[src/rtl/glom_pkg.sv]
// glom_pkg: shared types, sizes and helpers for the bit-field concatenation
// (glom) sequencer and its combinational field unit.
//   state_t      - sequencer FSM states
//   field_desc_t - one extract descriptor {msb, lsb}
//   field_width  - bits contributed by a descriptor (0 when msb < lsb)
package glom_pkg;
  localparam int DATA_W     = 32;
  localparam int OUT_W      = 32;
  localparam int MAX_FIELDS = 4;
  localparam int IDX_W      = $clog2(MAX_FIELDS);
  localparam int POS_W      = $clog2(DATA_W);
  localparam int WID_W      = $clog2(OUT_W) + 1;

  typedef enum logic [1:0] {IDLE, EXTRACT, DONE} state_t;

  typedef struct packed {
    logic [POS_W-1:0] msb;
    logic [POS_W-1:0] lsb;
  } field_desc_t;

  // Full-word pass-through descriptor, used as the reset value of every slot.
  localparam field_desc_t DESC_DFLT = '{msb: POS_W'(DATA_W-1), lsb: '0};

  function automatic logic [POS_W:0] field_width(field_desc_t d);
    if (d.msb < d.lsb) return '0;
    return {1'b0, d.msb} - {1'b0, d.lsb} + (POS_W+1)'(1);
  endfunction
endpackage

[src/rtl/glom_field_unit.sv]
// glom_field_unit: combinational single-field step of the glom datapath.
// Extracts word[msb:lsb] and appends it below the current accumulator.
//   word/desc        - source word and descriptor for this step
//   acc/width        - accumulator and its valid width so far
//   next_acc/width   - updated accumulator (low OUT_W bits kept) and width
//                      (saturated at OUT_W)
//   ovf              - width + w exceeded OUT_W
//   inv              - descriptor had msb < lsb and contributed nothing
module glom_field_unit
  import glom_pkg::*;
(
  input  logic [DATA_W-1:0] word,
  input  field_desc_t       desc,
  input  logic [OUT_W-1:0]  acc,
  input  logic [WID_W-1:0]  width,
  output logic [OUT_W-1:0]  next_acc,
  output logic [WID_W-1:0]  next_width,
  output logic              ovf,
  output logic              inv
);
  logic [POS_W:0]    w;
  logic [DATA_W:0]   mask;
  logic [DATA_W-1:0] f;
  logic [WID_W:0]    sum;

  always_comb begin
    w    = field_width(desc);
    inv  = desc.msb < desc.lsb;
    // One extra bit so a full-width field (w == DATA_W) still yields all ones.
    mask = ({{DATA_W{1'b0}}, 1'b1} << w) - (DATA_W+1)'(1);
    f    = (word >> desc.lsb) & mask[DATA_W-1:0];
    sum  = {1'b0, width} + (WID_W+1)'(w);
    ovf  = sum > (WID_W+1)'(OUT_W);
    next_width = ovf ? WID_W'(OUT_W) : sum[WID_W-1:0];
    // A shift by OUT_W clears acc, which is exactly the keep-low-bits rule.
    next_acc   = (acc << w) | OUT_W'(f);
  end
endmodule

[src/rtl/glom_sequencer.sv]
// glom_sequencer: accepts a word, extracts up to MAX_FIELDS configured
// bit-fields one per clock, packs them MSB-first (field 0 most significant)
// and returns the right-justified result with its width.
//   clk, reset(active-low async)
//   cfg_we/cfg_idx/cfg_msb/cfg_lsb - descriptor slot write (IDLE only)
//   cfg_num_we/cfg_num             - active field count write, clamped
//   in_valid/in_ready/in_data      - input word handshake
//   out_valid/out_ready/out_data/out_width - result handshake
//   busy - in EXTRACT or DONE; err - sticky invalid/overflow flag
module glom_sequencer
  import glom_pkg::*;
(
  input  logic              clk,
  input  logic              reset,
  input  logic              cfg_we,
  input  logic [IDX_W-1:0]  cfg_idx,
  input  logic [POS_W-1:0]  cfg_msb,
  input  logic [POS_W-1:0]  cfg_lsb,
  input  logic              cfg_num_we,
  input  logic [IDX_W:0]    cfg_num,
  input  logic              in_valid,
  output logic              in_ready,
  input  logic [DATA_W-1:0] in_data,
  output logic              out_valid,
  input  logic              out_ready,
  output logic [OUT_W-1:0]  out_data,
  output logic [WID_W-1:0]  out_width,
  output logic              busy,
  output logic              err
);
  state_t            state;
  field_desc_t       desc [MAX_FIELDS];
  field_desc_t       snap [MAX_FIELDS];
  logic [IDX_W:0]    num, snap_num;
  logic [IDX_W-1:0]  idx;
  logic [DATA_W-1:0] word;
  logic [OUT_W-1:0]  acc, nxt_acc;
  logic [WID_W-1:0]  width, nxt_width;
  logic              ovf, inv;

  assign in_ready  = (state == IDLE) && (num != '0);
  assign busy      = (state != IDLE);
  assign out_data  = acc;
  assign out_width = width;

  // The transaction runs from the snapshot so a same-cycle config write
  // at accept cannot leak into it.
  glom_field_unit u_fu (
    .word       (word),
    .desc       (snap[idx]),
    .acc        (acc),
    .width      (width),
    .next_acc   (nxt_acc),
    .next_width (nxt_width),
    .ovf        (ovf),
    .inv        (inv)
  );

  always_ff @(posedge clk or negedge reset) begin
    if (!reset) begin
      state     <= IDLE;
      out_valid <= 1'b0;
      err       <= 1'b0;
      acc       <= '0;
      width     <= '0;
      idx       <= '0;
      word      <= '0;
      num       <= (IDX_W+1)'(1);
      snap_num  <= (IDX_W+1)'(1);
      for (int i = 0; i < MAX_FIELDS; i++) begin
        desc[i] <= DESC_DFLT;
        snap[i] <= DESC_DFLT;
      end
    end else begin
      case (state)
        IDLE: begin
          if (cfg_we) desc[cfg_idx] <= '{msb: cfg_msb, lsb: cfg_lsb};
          if (cfg_num_we)
            num <= (cfg_num > (IDX_W+1)'(MAX_FIELDS)) ? (IDX_W+1)'(MAX_FIELDS) : cfg_num;
          if (in_valid && in_ready) begin
            word     <= in_data;
            acc      <= '0;
            width    <= '0;
            idx      <= '0;
            err      <= 1'b0;
            snap     <= desc;
            snap_num <= num;
            state    <= EXTRACT;
          end
        end
        EXTRACT: begin
          acc   <= nxt_acc;
          width <= nxt_width;
          err   <= err | ovf | inv;
          idx   <= idx + IDX_W'(1);
          if ({1'b0, idx} == snap_num - (IDX_W+1)'(1)) begin
            state     <= DONE;
            out_valid <= 1'b1;
          end
        end
        DONE: begin
          if (out_ready) begin
            out_valid <= 1'b0;
            state     <= IDLE;
          end
        end
        default: state <= IDLE;
      endcase
    end
  end
endmodule
[config.mk]
export PLATFORM = sky130hd
export DESIGN_NAME = glom_sequencer
export DESIGN_NICKNAME = d
export VERILOG_FILES = /design/src/rtl/glom_pkg.sv /design/src/rtl/glom_field_unit.sv /design/src/rtl/glom_sequencer.sv
export SDC_FILE = /design/constraint.sdc
export NUM_CORES = 1
export LEC_CHECK = 0
export CAP_MARGIN = 0
export CORE_MARGIN = 8
export CORE_UTILIZATION = 45
export DETAILED_ROUTE_END_ITERATION = 10
export GPL_ROUTABILITY_DRIVEN = 0
export SLEW_MARGIN = 20
export SYNTH_ARGS = -nofsm -noshare
export SYNTH_HDL_FRONTEND = slang
export SYNTH_SLANG_ARGS = --single-unit
[constraint.sdc]
create_clock -name clk -period 15.8 [get_ports clk]
set_clock_uncertainty 0.2 [all_clocks]
set_input_delay 3.95 -clock clk [delete_from_list [all_inputs] [get_ports clk]]
set_output_delay 3.95 -clock clk [all_outputs]
set_load 0.02 [all_outputs]
After elaboration in Yosys (flattened, before gate mapping)
Index checks and enable logic that the tools add are counted.

word-level totals
  register bits after elaboration = 162
  latch bits = 0
  bits in writable memories = 0
  bits in read-only memories = 0
  input bits = 53
  output and inout bits = 42
  logic and storage cells = 92
  memories = 0

operators by class
  add/sub/neg operators = 6
  multiply operators = 0
  divide/modulo/power cells = 0
  order comparisons = 6
  equality and inequality tests = 6
  shift operators = 3
  mux-type cells = 26
  bitwise logic cells = 6
  reduce and logical (&&, ||, !) cells = 14

operator list
  kind                     number
  $pmux W32 S2             1
  $bwmux W40               1
  $and A32 B32 Y32         1
  $mux W32                 1
  $or A32 B32 Y32          1
  $shl A1 B6 Y32 const A   1
  $shl A32 B6 Y32          1
  $shr A32 B5 Y32          1
  $sub A32 B1 Y32 const B  1
  $mux W10                 3
  $mux W6                  4
  $bmux W10 S2             1
  $demux W10 S2            1
  $pmux W6 S2              1
  $mux W2                  4
  $reduce_and A2 Y1        4
  $add A6 B6 Y7            1
  $gt A7 B6 Y1 const B     1
  $add A6 B1 Y6 const B    1
  $ge A3 B3 Y1 const B     2
  $not A2 Y3               2
  $pmux W2 S3              1
  $reduce_and A3 Y1        2
  $reduce_bool A2 Y1       3
  19 further kinds         27

Depth between registers and ports, before layout
Gate-level depths: netlist of run 1.

  depth after elaboration = 12
  depth in mapped cells = 25
  depth with buffers taken out = 19

Modules after synthesis
Synthesis of run 1 repeated with hierarchy kept, for this count alone.

second synthesis, totals
  cells, all modules = 1211
  area, all modules = 11830.1 um^2

by module, submodules not included
  module           times used  cells each  area each (um^2)  seq. area each (um^2)
  glom_sequencer   1           474         6910.4            4106.4
  glom_field_unit  1           737         4919.7            0.0

Least setup slack after synthesis of run 1
Ideal clock, no wire load.

  path type = reg-to-reg
  start point = register idx[1]
  end point = register err
  library setup time = 128 ps
  data arrival time = 5309 ps
  required time = 15472 ps
  path slack = 10163 ps
  cell stages (with the launch flop) = 25
  path buffers = 6
  clock period less this slack = 5637 ps
  path through = dfrtp_1 -> buf_2 -> buf_2 -> mux2i_1 -> nand2_1 -> o21a_1 -> inv_1 -> clkbuf_1 -> clkbuf_1 -> ha_1 -> ha_1 -> or3_1 -> and2_1 -> nand2_1 -> inv_1 -> clkbuf_1 -> buf_1 -> ha_1 -> nand3_1 -> o21ai_0 -> xor2_1 -> or4_1 -> o21a_1 -> nor3_1 -> o21ai_0

on the way
  cells in the longest elaborated chain, start to end = 12
  elaborated cells between the ends (all ways) = 14
  those cells by class = add/sub (3); order compare (2); mux (6); bitwise (3)

RTL lines
  what                                                  line                                                   RTL
  start: declaration                                    glom_sequencer.sv:35                                   logic [IDX_W-1:0] idx;
  start signal: assignment                              glom_sequencer.sv:95                                   idx <= idx + IDX_W'(1);
  $not A2 Y3 (not written as such) (*)                  glom_sequencer.sv:50                                   .desc (snap[idx]),
  $bmux W10 S2 (*)                                      glom_sequencer.sv:50
  $mux W10 (not written as such) (*) (2 in series)      glom_sequencer.sv:50
  $sub A5 B5 Y6 / $lt A5 B5 Y1 (equally long branches)  glom_pkg.sv:26, glom_pkg.sv:25, glom_field_unit.sv:28
  $add A6 B1 Y6 / $mux W1 (equally long branches)       glom_pkg.sv:26, glom_pkg.sv:25
  $mux W6                                               glom_pkg.sv:26                                         return {1'b0, d.msb} - {1'b0, d.lsb} + (POS_W+1)'(1);
  $add A6 B6 Y7                                         glom_field_unit.sv:32                                  sum = {1'b0, width} + (WID_W+1)'(w);
  $gt A7 B6 Y1                                          glom_field_unit.sv:33                                  ovf = sum > (WID_W+1)'(OUT_W);
  $or A1 B1 Y1                                          glom_sequencer.sv:94                                   err <= err | ovf | inv;
  $or A1 B1 Y1 (*)                                      glom_sequencer.sv:94
  $pmux W1 S2 (*)                                       glom_sequencer.sv:75                                   case (state)
  end signal: assignment                                glom_sequencer.sv:94
  end: declaration                                      glom_sequencer.sv:29                                   output logic err

Mark *: on every way between the ends. The rest lies on a longest branch, timed or not. The select of a mux whose other input is x is not followed.
A chain may end at the register's enable or synchronous reset.

Worst setup path after layout of run 1
  start point = register idx[1]
  end point = register acc[28] (netlist: out_data[28])

on the way
  cells in the longest elaborated chain, start to end = 12
  elaborated cells between the ends (all ways) = 16
  those cells by class = add/sub (3); order compare (1); shift (3); mux (6); bitwise (3)

RTL lines
  what                                                  line                            RTL
  $not A2 Y3 (not written as such) (*)                  glom_sequencer.sv:50
  $bmux W10 S2 (*)                                      glom_sequencer.sv:50
  $mux W10 (not written as such) (*) (2 in series)      glom_sequencer.sv:50
  $sub A5 B5 Y6 / $lt A5 B5 Y1 (equally long branches)  glom_pkg.sv:26, glom_pkg.sv:25
  $add A6 B1 Y6 / $mux W1 (equally long branches)       glom_pkg.sv:26, glom_pkg.sv:25
  $mux W6                                               glom_pkg.sv:26
  $shl A1 B6 Y32                                        glom_field_unit.sv:30           mask = ({{DATA_W{1'b0}}, 1'b1} << w) - (DATA_W+1)'(1);
  $sub A32 B1 Y32                                       glom_field_unit.sv:30
  $and A32 B32 Y32                                      glom_field_unit.sv:31           f = (word >> desc.lsb) & mask[DATA_W-1:0];
  $or A32 B32 Y32 (*)                                   glom_field_unit.sv:36           next_acc = (acc << w) | OUT_W'(f);
  $pmux W32 S2 (*)                                      glom_sequencer.sv:75
  end signal: assignment                                glom_sequencer.sv:92            acc <= nxt_acc;
  end: declaration                                      glom_sequencer.sv:37            logic [OUT_W-1:0] acc, nxt_acc;

Marks and branches as above.

==> results of run 1 <==
worst paths after layout:
kind | startpoint | to | cells after the start
setup reg to reg | idx[1]$_DFFE_PN0P_ | out_data[28]$_DFFE_PN0P_ | 18
setup / recovery | idx[1]$_DFFE_PN0P_ | out_data[28]$_DFFE_PN0P_ | 18
max in group asynchronous | reset | out_width[3]$_DFFE_PN0P_ | 2
min in group asynchronous | reset | desc[0]$_DFFE_PN0P_ | 1
hold / removal | num[0]$_DFFE_PN1P_ | num[0]$_DFFE_PN1P_ | 2
hold reg to reg | num[0]$_DFFE_PN1P_ | num[0]$_DFFE_PN1P_ | 2
stage by stage:
step	util	hold WS, ps	instance area (um2)	setup WS (ps)	std cells
floorplan	-	263	11200	10160	1172
global placement	0.506	281	12300	9090	1526
detailed placement	0.506	290	12300	8860	1526
CTS	0.531	295	13000	8810	1558
global route	0.531	311	13000	8250	1558
finish	0.531	296	13000	8650	1558
routing by layer:
metal / routed length [um] / up-vias
met5: 0 / -
met4: 1530 / 0
met3: 3110 / 111
met2: 15700 / 575
met1: 15700 / 4812
li1: - / 4525
sequential cells by signal (all words and copies together) (netlist names):
| register | cells |
|---|---|
| desc | 40 |
| idx | 2 |
| out_data | 32 |
| snap | 40 |
| state | 2 |
| num | 3 |
| out_width | 6 |
| err | 1 |
| snap_num | 3 |
| out_valid | 1 |
| word | 32 |
cell usage after synthesis (all sizes together), types with 12 or more instances:
master	count	area [um2]
mux2i	66	677
o211ai	25	188
ha	19	238
a22oi	17	128
clkbuf	56	210
o21ai	53	269
a31oi	14	87.6
nand2	122	458
mux2	136	1540
inv	23	86.3
a221oi	19	173
a21oi	69	345
nand3	27	135
nor2	98	370
dfrtp	120	3000
nor3	21	105
buf	26	166
a211oi	18	140
mux4	12	270
o22ai	21	138
dfstp	42	1100
worst min-delay path, cell delays in order (launching register included):
cell and delay, ps:
dfstp_2 380, nand2_1 50, o21ai_0 70
cell type report:
cell class	instances	area [um2]
fillers	2263	11400
multi-input cells	902	6660
flip-flops and latches	162	4110
repair buffers	112	1080
clock buffers	18	429
well taps	324	405
clock inverters	14	184
inverters	26	97.6
kinds of logic after synthesis:
kind of cell / Yosys count
AO/OA/AOI/OAI: 336
AND/OR/NAND/NOR: 314
multiplexers: 214
flip-flops: 162
buffers and inverters: 108
adder cells (fa/ha/maj): 21
XOR/XNOR: 17
==> metrics, run 1 <==
post-CTS resize count=0; # H-tree levels=4; Main synth FF type=dfrtp_1; via count=10000; layout cells sized above 1=0.216; M1 GR Usage=0.319; Starting Density=0.460; largest family of logic cells by synthesized area=multiplexers; Distinct cells, synth=82; Critical Path, Cell by Cell=mux2_2 > o21a_1 > inv_1 > ha_1 > fa_1 > a31oi_1 > nand2_1 > nand2_1 > buf_4 > inv_1 > a21oi_1 > o21ai_0 > ha_1 > o31ai_2 > a311oi_2 > xnor2_1 > or3_1 > nand3_1; number of max-cap violations=0; GR Layer Usage met3=0.0433; max-slew violations=0; area of the die=30200 um2; crit path max fanout=31; # setup viols final=0; Detail Route Antenna Nets=0; most common cell after layout, fill and taps aside=mux2_2; commonest cells after routing, fill and taps aside=mux2_2 (134), nand2_1 (121), dfrtp_1 (120); overall die width=174 um; CP delay by family, top=compound AO/OA/AOI/OAI gates; CTS tree=built; syn_area_per_cell=9.56 um2; GRT Residual Overflow=0; row count=57; status=finished, final reports clean; clk sink count=162; Port Buffers=94; syn nets=1245; IO Pins=95; initial antenna violation count=0; root buf cell=clkbuf_16; Synth Area in Compound Gates=0.210; Worst-Margin Slew=972 ps; Post-CTS Setup Bufs=0; count of flip-flops with a built-in enable after synthesis=0; asr flop ratio synth=1.00; clk buf depth=2; Die H=174 um; setup TNS=0 ps; Mapped Area=11200 um2; yosys warns=0; GRT Util Overall=0.232; Pre-antenna DRT Iters=6; reg2reg setup slack=8650 ps; Buf/Inv on CP=3; busiest grt layer=met2; post-synthesis adder-cell area fraction=0.0239; synthesized flop and latch total=162; CTS buffer count=17; ant diodes=0; Final period util=0.452; normalized max-slew margin=0.352; final period demand of the worst path=7150 ps; Residual DRC=0; CP max stage delay=780 ps; met2 Use GR=0.345; first-pass GRT wire length=56.1 mm; post-synthesis simple-gate area fraction=0.122; final WL=36.0 mm; Routed WL per cell=23.1 um; Setup crit end kind=flop; XOR/XNOR Fraction of Synth Area=0.0133; mux cell area share after synthesis=0.222; fmax=0.140 GHz; drt initial violations=1353; Seq/Total Area, Yosys=0.366; WS Path Type=flop to flop; Hold Crit Class=flop to flop; slowest CP cell=dfrtp_1; Post-CTS Hold Fix Bufs=0; Startpoint Class=flop; RSZ-0062 raised after global routing=no; clock-pin slew on the worst setup and hold paths=70 ps; cell count after synthesis=1172; Fin. Hold Viols=0; DR vias/cell=6.43; Area growth syn-to-layout=15.6%; later-pin clock latency in the skew report=440 ps; core area=24400 um2; vias in the first global route=9482; # nets final=1294; WP data required=15960 ps; Crit path arrival time=7310 ps; largest net degree at the start of global routing=99; HPWL Detailed=25.6 mm
Power of run 1 is not shown: default switching activity piles up to over one toggle a cycle in this logic, so the estimate is an artifact.
==> run 2: changes to the inputs <==
==> constraint.sdc (replaced) <==
create_clock -name clk -period 7 [get_ports clk]
set_clock_uncertainty 0.2 [all_clocks]
set_input_delay 1.75 -clock clk [delete_from_list [all_inputs] [get_ports clk]]
set_output_delay 1.75 -clock clk [all_outputs]
set_load 0.02 [all_outputs]
==> run 2 against run 1 <==
Net effect:
- critical path depth increased by 2
- die area did not move
- maximum frequency up 18%
- final area rose by 0.55%
- critical path type unchanged
- setup slack got worse by 7700 ps
- sequential share of layout area shrank 0.17 points
- sequential cell count did not move
- critical endpoint unchanged
==> metrics, run 2 (synthesis gave the netlist of run 1 again) <==
status=finished, final reports clean (unchanged); reg2reg setup slack=920 ps (was 8650 ps); # H-tree levels=4 (unchanged); Die H=174 um (unchanged); Post-CTS Hold Fix Bufs=0 (unchanged); via count=10100 (was 10000); DR vias/cell=6.42 (was 6.43); busiest grt layer=met2 (unchanged); GRT Residual Overflow=0 (unchanged); Hold Crit Class=flop to flop (unchanged); later-pin clock latency in the skew report=440 ps (about the same); drt initial violations=1246 (was 1353); first-pass GRT wire length=58.9 mm (was 56.1 mm); Post-CTS Setup Bufs=0 (unchanged); normalized max-slew margin=0.343 (was 0.352); Setup crit end kind=flop (unchanged); row count=57 (unchanged); CTS buffer count=17 (unchanged); overall die width=174 um (unchanged); final period demand of the worst path=6080 ps (was 7150 ps); Port Buffers=94 (unchanged); Starting Density=0.460 (unchanged); setup TNS=0 ps (unchanged); Crit path arrival time=6240 ps (was 7310 ps); Area growth syn-to-layout=16.2% (was 15.6%); number of max-cap violations=0 (unchanged); GR Layer Usage met3=0.0468 (was 0.0433); hold path endpoint=num[0]$_DFFE_PN1P_ (unchanged); IO Pins=95 (unchanged); FF-to-FF End=out_data[28]$_DFFE_PN0P_ (unchanged); max-slew violations=0 (unchanged); crit path max fanout=26 (was 31); met2 Use GR=0.365 (was 0.345); commonest cells after routing, fill and taps aside=mux2_2 (134), nand2_1 (121), dfrtp_1 (120) (unchanged); Residual DRC=0 (unchanged); final WL=37.0 mm (was 36.0 mm); Largest regs=desc: 40 flops, snap: 40 flops (unchanged); vias in the first global route=9965 (was 9482); # setup viols final=0 (unchanged); fmax=0.164 GHz (was 0.140 GHz); largest net degree at the start of global routing=106 (was 99); R2R Path Start=idx[1]$_DFFE_PN0P_ (unchanged); CTS tree=built (unchanged); WP data required=7160 ps (was 15960 ps); HPWL Detailed=26.3 mm (was 25.6 mm); ant diodes=0 (unchanged); root buf cell=clkbuf_16 (unchanged); Detail Route Antenna Nets=0 (unchanged); Hold Crit Start=num[0]$_DFFE_PN1P_ (unchanged); clk sink count=162 (unchanged); worst hold path cell count=2 (unchanged); Worst-Margin Slew=985 ps (was 972 ps); most common cell after layout, fill and taps aside=mux2_2 (unchanged); Final period util=0.869 (was 0.452); initial antenna violation count=0 (unchanged); clock-pin slew on the worst setup and hold paths=80 ps (was 70 ps); # nets final=1301 (was 1294); Worst Reg-to-Reg Cells=20 (was 18); Pre-antenna DRT Iters=6 (unchanged); GRT Util Overall=0.242 (was 0.232); clk buf depth=2 (unchanged); WS Path Type=flop to flop (unchanged); Startpoint Class=flop (unchanged); Fin. Hold Viols=0 (unchanged); area of the die=30200 um2 (unchanged); core area=24400 um2 (unchanged); RSZ-0062 raised after global routing=no (unchanged); M1 GR Usage=0.329 (was 0.319); Routed WL per cell=23.6 um (was 23.1 um); post-CTS resize count=0 (unchanged); layout cells sized above 1=0.222 (was 0.216)
==> run 2: worst max path at each step <==
stage                       startpoint                  endpoint  depth (start not counted)  slack, ps
global route        idx[1]$_DFFE_PN0P_  out_data[28]$_DFFE_PN0P_                         20        490
global placement    idx[1]$_DFFE_PN0P_           err$_DFFE_PN0P_                         19       1320
finish              idx[1]$_DFFE_PN0P_  out_data[28]$_DFFE_PN0P_                         20        920
CTS                 idx[1]$_DFFE_PN0P_  out_data[28]$_DFFE_PN0P_                         20       1060
detailed placement  idx[1]$_DFFE_PN0P_  out_data[28]$_DFFE_PN0P_                         20       1080
floorplan           idx[1]$_DFFE_PN0P_           err$_DFFE_PN0P_                         24       1360
==> run 2: area by class of cell <==
cell class | instances | area, um2
Clock buffer | 18 | 450
Sequential cell | 162 | 4110
Tap cell | 324 | 405
Multi-Input combinational cell | 902 | 6660
Fill cell | 2248 | 11400
Timing Repair Buffer | 119 | 1130
Clock inverter | 14 | 181
Inverter | 26 | 97.6
==> run 2: critical path, cell delays in order (launching register included) <==
cell	delay (ps)
dfrtp_1	830
mux2i_1	260
mux2_4	380
clkinv_1	510
ha_1	400
nor2b_1	160
o2111ai_1	270
nand2_1	130
buf_4	300
nand2_1	110
inv_1	140
buf_4	300
a21oi_1	70
buf_4	200
o21ai_0	120
ha_1	500
o31ai_2	270
a311oi_2	280
xnor2_1	110
or3_1	360
nand3_1	100
==> run 2: through the flow <==
stage,cell area [um2],std cells,utilization,setup slack [ps],hold WS [ps]
finish,13000,1565,0.534,918,300
global route,13000,1565,0.534,489,314
CTS,13000,1565,0.534,1060,301
detailed placement,12400,1533,0.508,1080,290
global placement,12400,1533,0.508,1320,281
floorplan,11200,1172,-,1360,263
==> run 2: metal layers <==
metal | up-vias | wire (um)
li1 | 4549 | -
met1 | 4854 | 15900
met2 | 533 | 16300
met3 | 115 | 3130
met4 | 0 | 1610
met5 | - | 0
Power of run 2 is left out for the same reason.
